[src/rtl/n_bit_seq_subtractor.sv]
// Multi-cycle borrow-ripple subtractor: d = a - b - bin, W bits per clock, LSB chunk first.
// Operands are captured on the input handshake; the result is held until the consumer takes it.
module n_bit_seq_subtractor #(
    parameter int N = 8,
    parameter int W = 2
) (
    input  logic         clk,
    input  logic         rst_n,
    input  logic         in_valid,
    output logic         in_ready,
    input  logic [N-1:0] a,
    input  logic [N-1:0] b,
    input  logic         bin,
    output logic         out_valid,
    input  logic         out_ready,
    output logic [N-1:0] d,
    output logic         bout,
    output logic         ovf,
    output logic         zero
);
    localparam int CHUNKS = N / W;
    localparam int CW     = (CHUNKS > 1) ? $clog2(CHUNKS) : 1;

    typedef enum logic [1:0] {IDLE, RUN, DONE} state_t;

    state_t         state, state_nxt;
    logic [N-1:0]   a_r, b_r;
    logic           borrow;
    logic [CW-1:0]  cnt;
    logic [31:0]    base;
    logic [W-1:0]   a_chunk, b_chunk;
    logic [W:0]     diff;
    logic [N-1:0]   d_nxt;
    logic           last;

    // One chunk of the ripple; the extra top bit of diff is the outgoing borrow.
    always_comb begin
        base    = 32'(cnt) * 32'(W);
        a_chunk = a_r[base +: W];
        b_chunk = b_r[base +: W];
        diff    = {1'b0, a_chunk} - {1'b0, b_chunk} - (W+1)'(borrow);
        d_nxt   = d;
        d_nxt[base +: W] = diff[W-1:0];
        last    = (cnt == CW'(CHUNKS - 1));
    end

    always_ff @(posedge clk or negedge rst_n) begin
        if (!rst_n) state <= IDLE;
        else        state <= state_nxt;
    end

    always_comb begin
        state_nxt = state;
        case (state)
            IDLE:    if (in_valid) state_nxt = RUN;
            RUN:     if (last)     state_nxt = DONE;
            DONE:    if (out_ready) state_nxt = IDLE;
            default: state_nxt = IDLE;
        endcase
    end

    always_comb begin
        in_ready  = (state == IDLE);
        out_valid = (state == DONE);
    end

    always_ff @(posedge clk or negedge rst_n) begin
        if (!rst_n) begin
            a_r    <= '0;
            b_r    <= '0;
            borrow <= 1'b0;
            cnt    <= '0;
            d      <= '0;
            bout   <= 1'b0;
            ovf    <= 1'b0;
            zero   <= 1'b0;
        end else begin
            case (state)
                IDLE: if (in_valid) begin
                    a_r    <= a;
                    b_r    <= b;
                    borrow <= bin;
                    d      <= '0;
                    cnt    <= '0;
                end
                RUN: begin
                    borrow <= diff[W];
                    d      <= d_nxt;
                    cnt    <= cnt + 1'b1;
                    // Flags come from the fully assembled difference on the final chunk.
                    if (last) begin
                        bout <= diff[W];
                        ovf  <= (a_r[N-1] != b_r[N-1]) & (d_nxt[N-1] != a_r[N-1]);
                        zero <= (d_nxt == '0);
                    end
                end
                default: ;
            endcase
        end
    end
endmodule

[config.mk]
export PLATFORM = sky130hd
export DESIGN_NAME = n_bit_seq_subtractor
export DESIGN_NICKNAME = d
export VERILOG_FILES = /design/src/rtl/n_bit_seq_subtractor.sv
export SDC_FILE = /design/constraint.sdc
export NUM_CORES = 1
export LEC_CHECK = 0
export CORE_MARGIN = 10
export CORE_UTILIZATION = 30
export CTS_CLUSTER_SIZE = 10
export DETAILED_ROUTE_END_ITERATION = 10
export SYNTH_ARGS = -nofsm -noshare
export SYNTH_HDL_FRONTEND = slang
export SYNTH_SLANG_ARGS = --single-unit
[constraint.sdc]
create_clock -name clk -period 5.15 [get_ports clk]
set_clock_uncertainty 0.15 [all_clocks]
set_input_delay 0.515 -clock clk [delete_from_list [all_inputs] [get_ports clk]]
set_output_delay 0.515 -clock clk [all_outputs]
set_load 0.05 [all_outputs]
==> out/results.txt, run 1 <==
The sum of routed wire length over all layers is 3.721 mm, and the number of routed nets with antenna violations is 0. Data arrives at the worst endpoint at 3410 ps. For the worst-skew pair, the clock arrives at the later sink with an insertion delay of 290 ps. The floorplan step set the die width to 93.49 um. The number of buffers and inverters on the critical path is 0.

The count of clock tree sinks is 32, and the placed wire-length estimate after detailed placement is 2.706 mm. The peak fanout along the critical path is 15, and the number of vias per cell is 4.736. For this design, the CTS-stage hold fixing added 0 buffers. In this run the biggest area consumer among cell types represents 49.42% of the synthesized area. Area added between synthesis and finish: 29.73%.

The post-cts resize count was 0; the number of max-capacitance violations reported was 0. TritonCTS built the clock tree. Delay of the slowest cell on the worst path: 680 ps. Internal cell power: 0.0008194 W.

The post-detailed-route DRC marker count is 0, and the clock period minus worst slack is 3350 ps. For this design the static power due to leakage is 0.9648 nW. For the number of DRC markers in iteration 0, the log shows 37. The mean cell area of the mapped netlist is 9.880 um2. The run gives 0 as the final hold violation count. Global routing finished with a remaining overflow of 0. The cell repeated most along the worst path is fa_1. For this design the top-level I/O count stands at 34. The tools report the effective utilization at floorplan as 31.33%. The summed negative setup slack over all endpoints was 0 ps. The kind of cell with the highest combined delay along the critical path is adder cells. The tools report the number of nets produced by synthesis as 193. IR analysis of the VDD net gives a maximum drop of 0.0002128 V. Clock power share: 13.0%.

The total area inside the core boundary comes to 5172 um2. The floorplan step defined a die boundary enclosing 8740 um2. In this run the post-CTS setup repair buffer count came out at 0.

The run gives 5210 ps as the data required time of the worst path. The repair_antennas step left the layout with diodes totalling 0. The tools report the detailed-routing iteration count for the pre-antenna-repair pass as 4. The transition time at the pin with the least slew margin came out at 813.2 ps. The fraction of power spent switching nets is 46.11%.

The library cell used most frequently in the layout, excluding fill and tap cells, is nand2_1. STA classifies the critical path endpoint as a register. The floorplan step set the die height to 93.49 um. The fraction of final layout cells with drive strength greater than 1 is 9.045%. The maximum clock insertion buffer count came out at 2. Detailed routing inserted a total of 1,274 vias.

The first global-routing pass estimated 6.279 mm of wire. The root buffer cell chosen for the clock tree is clkbuf_8. The mapped netlist covers 1620 um2. After layout, the worst path uses 65.05% of the clock period. Per report_power, the sequential group accounts for 31.1% of the total. The logs give 0 for the initial antenna violation count and 5 for the number of buffers created by CTS. The signal on the critical path passes through mux4_2 -> fa_1 -> fa_1 -> nor3b_2 -> a21oi_2 -> or3b_1 -> a41oi_2. The worst setup path is of the reg2reg kind.

Static timing analysis puts the maximum clock frequency at 298.5 MHz. The H-tree was split into 2 levels. Pin count of the biggest net entering global routing: 33. The run finished with clean final reports. Buffers placed on the I/O ports in this run total 33. The tools report the sequential fraction of the synthesis area as 49.42%.

The clock-pin slew on the worst setup and hold paths is 60 ps. The analysis attributes to net switching a power of 0.0007011 W. The tools report the element type at the critical path start as a register. The slowest stage cell on the critical path was dfrtp_1.

The filler cell count was 527; the count of unique library cells instantiated by Yosys was 35. The congestion estimate from routability-driven global placement came to 0.8070. Setup repair after global routing left no endpoint under its margin.

The count of final max-slew check failures is 0. For the count of yosys warnings during synthesis, the log shows 0. In the global route stage, overall resource usage came out at 9.088%.

Measured against its own limit, the worst slew margin works out to 45.79%. The detail-routed net length per standard cell works out to 13.83 um. The tools report the number of global-route vias before repair as 1,361.

Of all cell types, the one taking the most synthesized area is dfrtp_1. The synthesis-stage register bit count came out at 32. In this run the power density over the cells is 723.4 nW/um2.

The type of the worst min-delay path was reg2reg. By area the synthesized netlist is led by dfrtp_1 49%, nand2_1 13%, mux4_2 5.6%. The logs give 26 for the number of core rows and 322.8 ps for the minimum hold slack. The logs give 55.8% for the combinational share of power and 164 for the number of cells produced by synthesis. For this run, the post-layout net count is 227.

In the layout the commonest cells are 54 x nand2_1, 33 x clkdlybuf4s50_1, 32 x dfrtp_1, 7 x o21ai_0, 7 x nand3_1. For the count of final setup violators, the log shows 0.
==> power by group through the flow <==
stage	clock network [W]	registers [W]	logic, W
2_1_floorplan	0	0.000585	0.000515
3_3_place_gp	0	0.000476	0.000846
3_5_place_dp	0	0.000482	0.000858
4_1_cts	0.000204	0.000478	0.000859
5_1_grt	0.000214	0.000498	0.000949
6_report	0.000198	0.000474	0.000849
==> logic make-up (layout without fill, tap and decap cells) <==
logic type	Yosys count	after routing	synth area share [%]
AND/OR/NAND/NOR	80	80	22.55
buffers and inverters	13	48	3.475
flip-flops	32	32	49.42
multiplexers	5	5	6.255
adder cells (fa/ha/maj)	8	8	7.104
AO/OA/AOI/OAI	26	26	11.20
==> through the flow <==
| stage | area [um2] | utilization [%] | setup WS, ps | power (W) | std cells |
|---|---|---|---|---|---|
| 2_1_floorplan | 1620 | - | 1994 | 0.001099 | 164 |
| 3_3_place_gp | 2012 | 38.90 | 1851 | 0.001322 | 261 |
| 3_5_place_dp | 2012 | 38.90 | 1773 | 0.001339 | 261 |
| 4_1_cts | 2102 | 40.64 | 1758 | 0.001541 | 269 |
| 5_1_grt | 2102 | 40.64 | 1535 | 0.001662 | 269 |
| 6_report | 2102 | 40.64 | 1800 | 0.001521 | 269 |
==> flip-flops by register name, indices dropped and copies added (netlist names) <==
register and cells:
state 2, ovf 1, zero 1, d 8
a_r 8, bout 1, b_r 8, cnt 2
borrow 1
==> cell usage after synthesis <==
cell,count
a21o_1,1
a21oi_1,5
a21oi_2,1
a22o_1,4
a22oi_1,1
a31oi_1,1
a41oi_2,1
and2_1,1
and2b_2,2
and3b_2,1
buf_2,3
buf_4,1
clkbuf_1,3
dfrtp_1,32
fa_1,2
ha_1,6
inv_1,6
mux2_2,1
mux4_2,4
nand2_1,54
nand2b_1,2
nand3_1,7
nand3b_1,1
nor2_1,3
nor2b_1,3
nor3_1,3
nor3b_1,1
nor3b_2,1
o2111ai_1,1
o21a_1,1
o21ai_0,7
o21bai_1,1
o31ai_1,1
o41ai_1,1
or3b_1,1
==> routing by layer <==
| metal | wire length [um] | vias up | track usage [%] |
|---|---|---|---|
| li1 | - | 627 | - |
| met1 | 1766 | 612 | 10.92 |
| met2 | 1673 | 28 | 14.15 |
| met3 | 201 | 7 | 2.638 |
| met4 | 79 | 0 | 5.270 |
| met5 | 0 | - | 0 |
==> worst register-to-register path, delay by kind of cell (launching register included) <==
kind / cells / cell delay [ps]
adders and majority gates: 2 / 960
DFF: 1 / 680
and+or+nand+nor: 2 / 600
muxes: 1 / 590
AOI/OAI and AO/OA: 2 / 290
==> final timing paths <==
| path | start | end | slack (ps) | cells after the start |
|---|---|---|---|---|
| min in group asynchronous | rst_n | d[2] | 480 | 2 |
| hold / removal | a_r[3] | a_r[3] | 320 | 2 |
| hold reg to reg | a_r[3] | a_r[3] | 320 | 2 |
| max in group asynchronous | rst_n | ovf | 4070 | 2 |
| setup reg to reg | cnt[0] | ovf | 1800 | 7 |
| setup / recovery | cnt[0] | ovf | 1800 | 7 |
==> layout make-up <==
type                            instances  area (um2)  share of cell area (%)
Multi-Input combinational cell        119       763.2                   36.31
Sequential cell                        32       800.8                   38.10
Inverter                                6       22.52                   1.071
Tap cell                               70       87.58                   4.167
Timing Repair Buffer                   34       337.8                   16.07
Clock buffer                            8       90.09                   4.286
(Power assumes the default switching activity.)
==> run 2, diff against run 1 <==
==> constraint.sdc (replaced) <==
create_clock -name clk -period 3.05 [get_ports clk]
set_clock_uncertainty 0.15 [all_clocks]
set_input_delay 0.305 -clock clk [delete_from_list [all_inputs] [get_ports clk]]
set_output_delay 0.305 -clock clk [all_outputs]
set_load 0.05 [all_outputs]
==> out/results.txt, run 2 (synthesized netlist as in run 1, its figures left out) <==
The internal cell power is 0.001443 W (was 0.0008194 W), and the fraction of power spent switching nets is 45.25% (was 46.11%). The number of antenna repair diodes was 0 (unchanged); the final cycle utilization of the critical path was 95.70% (was 65.05%). Leading cell types in the layout, fill and taps excluded: 54 x nand2_1, 33 x clkdlybuf4s50_1, 32 x dfrtp_1 (was 54 x nand2_1, 33 x clkdlybuf4s50_1, 32 x dfrtp_1, 7 x o21ai_0, 7 x nand3_1). The maximum clock insertion buffer count is 2 (unchanged). TritonCTS built the clock tree. The capturing element type of the critical path is a register (unchanged). The run gives 0 (unchanged) as the post-detailed-route DRC marker count. The summed negative setup slack over all endpoints was 0 ps (unchanged).

Setup repair after global routing left no endpoint under its margin. The logs give 28.9% (was 31.1%) for the sequential power share and 32 (unchanged) for the count of clock tree sinks. The post-route cell area came out at 2150 um2 (was 2102 um2). The number of max-capacitance violations reported is 0 (unchanged).

The number of top-level design ports came out at 34 (unchanged). The run finished with clean final reports. The tools report the maximum vdd drop as 0.0003563 V (was 0.0002128 V).

The worst setup slack after layout is 131.2 ps (was 1800 ps), and the die span in x is 93.49 um (unchanged). The sum of routed wire length over all layers was 3.648 mm (was 3.721 mm); the pin count of the biggest net entering global routing was 33 (unchanged). Number of buffer cells added on primary ports: 33 (unchanged).

The leakage component of the power was 0.9936 nW (was 0.9648 nW); the placed instance area was 2052 um2 (was 2012 um2). The clock period minus worst slack is 2919 ps (was 3350 ps), and the peak fanout along the critical path is 7 (was 15). The area added between synthesis and finish was 32.66% (was 29.73%). Largest registers ranked by flip-flop count: a_r x8, b_r x8, d x8 (unchanged). The data arrival time at the worst-slack endpoint was 2970 ps (was 3410 ps).

The logs give 130 ps (was 1800 ps) for the register-to-register path setup slack and 1,324 (was 1,361) for the number of global-route vias before repair. Most frequent standard cell in the layout excluding fill and tap cells: nand2_1 (unchanged). Class of the most critical setup path: reg2reg (unchanged).

The type of the worst min-delay path is in2async (was reg2reg). The transition time at the pin with the least slew margin is 700.5 ps (was 813.2 ps), and the global placement routability congestion is 0.7888 (was 0.8070). The data required time of the worst path was 3100 ps (was 5210 ps); the first-pass GRT wire length was 6.223 mm (was 6.279 mm). The number of vias per cell was 4.567 (was 4.736); the clock-pin slew on the worst setup and hold paths was 70 ps (was 60 ps).

Fraction of final layout cells with drive strength greater than 1: 12.20% (was 9.045%). The tools report the CTS root buffer as clkbuf_8 (unchanged). For the leftover overflow at the end of global routing, the log shows 0 (unchanged). The element type at the critical path start was a register (unchanged).

The number of H-tree levels came out at 2 (unchanged). The via count was 1,256 (was 1,274). The delay of the slowest cell on the worst path is 500 ps (was 680 ps), and the clock power share is 12.8% (was 13.0%). The count of hold buffers inserted by post-cts repair was 0 (unchanged). The net load switching power came out at 0.001193 W (was 0.0007011 W).

For the worst-case headroom to the max-slew limit, the log shows 53.19% (was 45.79%). The tools report the worst-skew pair later-pin latency as 290 ps (about the same). The global router's overall resource usage came out at 8.976% (was 9.088%). The tools report the number of buffers created by CTS as 5 (unchanged). The minimum setup slack after placement is 98.63 ps (was 1773 ps). The detail-routed net length per standard cell is 13.27 um (was 13.83 um), and the final hold violation count is 0 (unchanged). The die outline height works out to 93.49 um (unchanged). Cells along the critical path: buf_4 -> mux4_2 -> inv_1 -> fa_2 -> fa_1 -> nor3b_2 -> a21oi_2 -> or3b_1 -> a41oi_2 (was mux4_2 -> fa_1 -> fa_1 -> nor3b_2 -> a21oi_2 -> or3b_1 -> a41oi_2). Number of routed nets with antenna violations: 0 (unchanged).

The run gives 31.33% (unchanged) as the effective utilization at floorplan. The count of final setup violators came out at 0 (unchanged). The slowest stage cell on the critical path is mux4_2 (was dfrtp_1). The area of the core region is 5172 um2 (unchanged), and the combinational share of power is 58.3% (was 55.8%).

For the post-layout net count, the log shows 233 (was 227). The power density over cell area works out to 1226 nW/um2 (was 723.4 nW/um2). The run gives 342.6 MHz (was 298.5 MHz) as the highest clock frequency the design can meet. The logs give 0 (unchanged) for the count of final max-slew check failures and 26 (unchanged) for the number of core rows.

For the total chip power, the log shows 0.002636 W (was 0.001521 W). Initial antenna violation count: 0 (unchanged). The filler cell count is 515 (was 527).

The logs give 0 (unchanged) for the post-cts resize count and 2.754 mm (was 2.706 mm) for the placed wire-length estimate after detailed placement. For the number of DRC markers in iteration 0, the log shows 36 (was 37). The logs give 4 (unchanged) for the detailed-routing iteration count for the pre-antenna-repair pass and 8740 um2 (unchanged) for the die area.
run 2: repair_timing:
| item | CTS | global route |
|---|---|---|
| endpoints found under the setup margin | 0 | 1 |
| hold endpoints to repair | 0 | 0 |
| setup buffers | 0 | 1 |
run 2: area by class of cell:
class | instances | area [um2] | share of cell area [%]
multi-input cells | 119 | 765.7 | 35.62
inverters | 6 | 22.52 | 1.048
flip-flops and latches | 32 | 800.8 | 37.25
well taps | 70 | 87.58 | 4.075
repair buffers | 40 | 382.9 | 17.81
clock buffers | 8 | 90.09 | 4.191
run 2: stage by stage:
step / instances / utilization [%] / hold WS [ps]
floorplan: 164 / - / -140.6
finish: 275 / 41.56 / 258.8
detailed placement: 266 / 39.67 / 309.6
CTS: 274 / 41.41 / 273.3
global route: 275 / 41.56 / 293.0
global placement: 266 / 39.67 / 309.4
run 2: worst paths after layout:
path,cells after the start,to,start
setup / recovery,9,ovf,cnt[0]
hold / removal,2,d[2],rst_n
setup reg to reg,9,ovf,cnt[0]
hold reg to reg,2,b_r[4],b_r[4]
max in group asynchronous,2,a_r[0],rst_n
min in group clk,2,b_r[4],b_r[4]
run 2: power groups by stage:
stage	Sequential (W)	Combinational [W]	Clock (W)
4_1_cts	0.000769	0.00154	0.000348
2_1_floorplan	0.000989	0.000882	0
3_3_place_gp	0.000773	0.00152	0
6_report	0.000763	0.00154	0.000336
3_5_place_dp	0.000775	0.00153	0
5_1_grt	0.000796	0.00169	0.000375
run 2: critical path, delay by kind of cell (launching register included):
family,cells,cell delay (ps)
adder cells (fa/ha/maj),2,650
AND/OR/NAND/NOR,2,610
multiplexers,1,500
flip-flops,1,370
AO/OA/AOI/OAI,2,290
buffers and inverters,2,260
run 2: layer usage:
| metal | global-route usage [%] | part of all wire [%] |
|---|---|---|
| met4 | 3.856 | 1.7 |
| met2 | 13.28 | 44 |
| met5 | 0 | 0 |
| met3 | 3.597 | 6.5 |
| met1 | 11.25 | 47 |
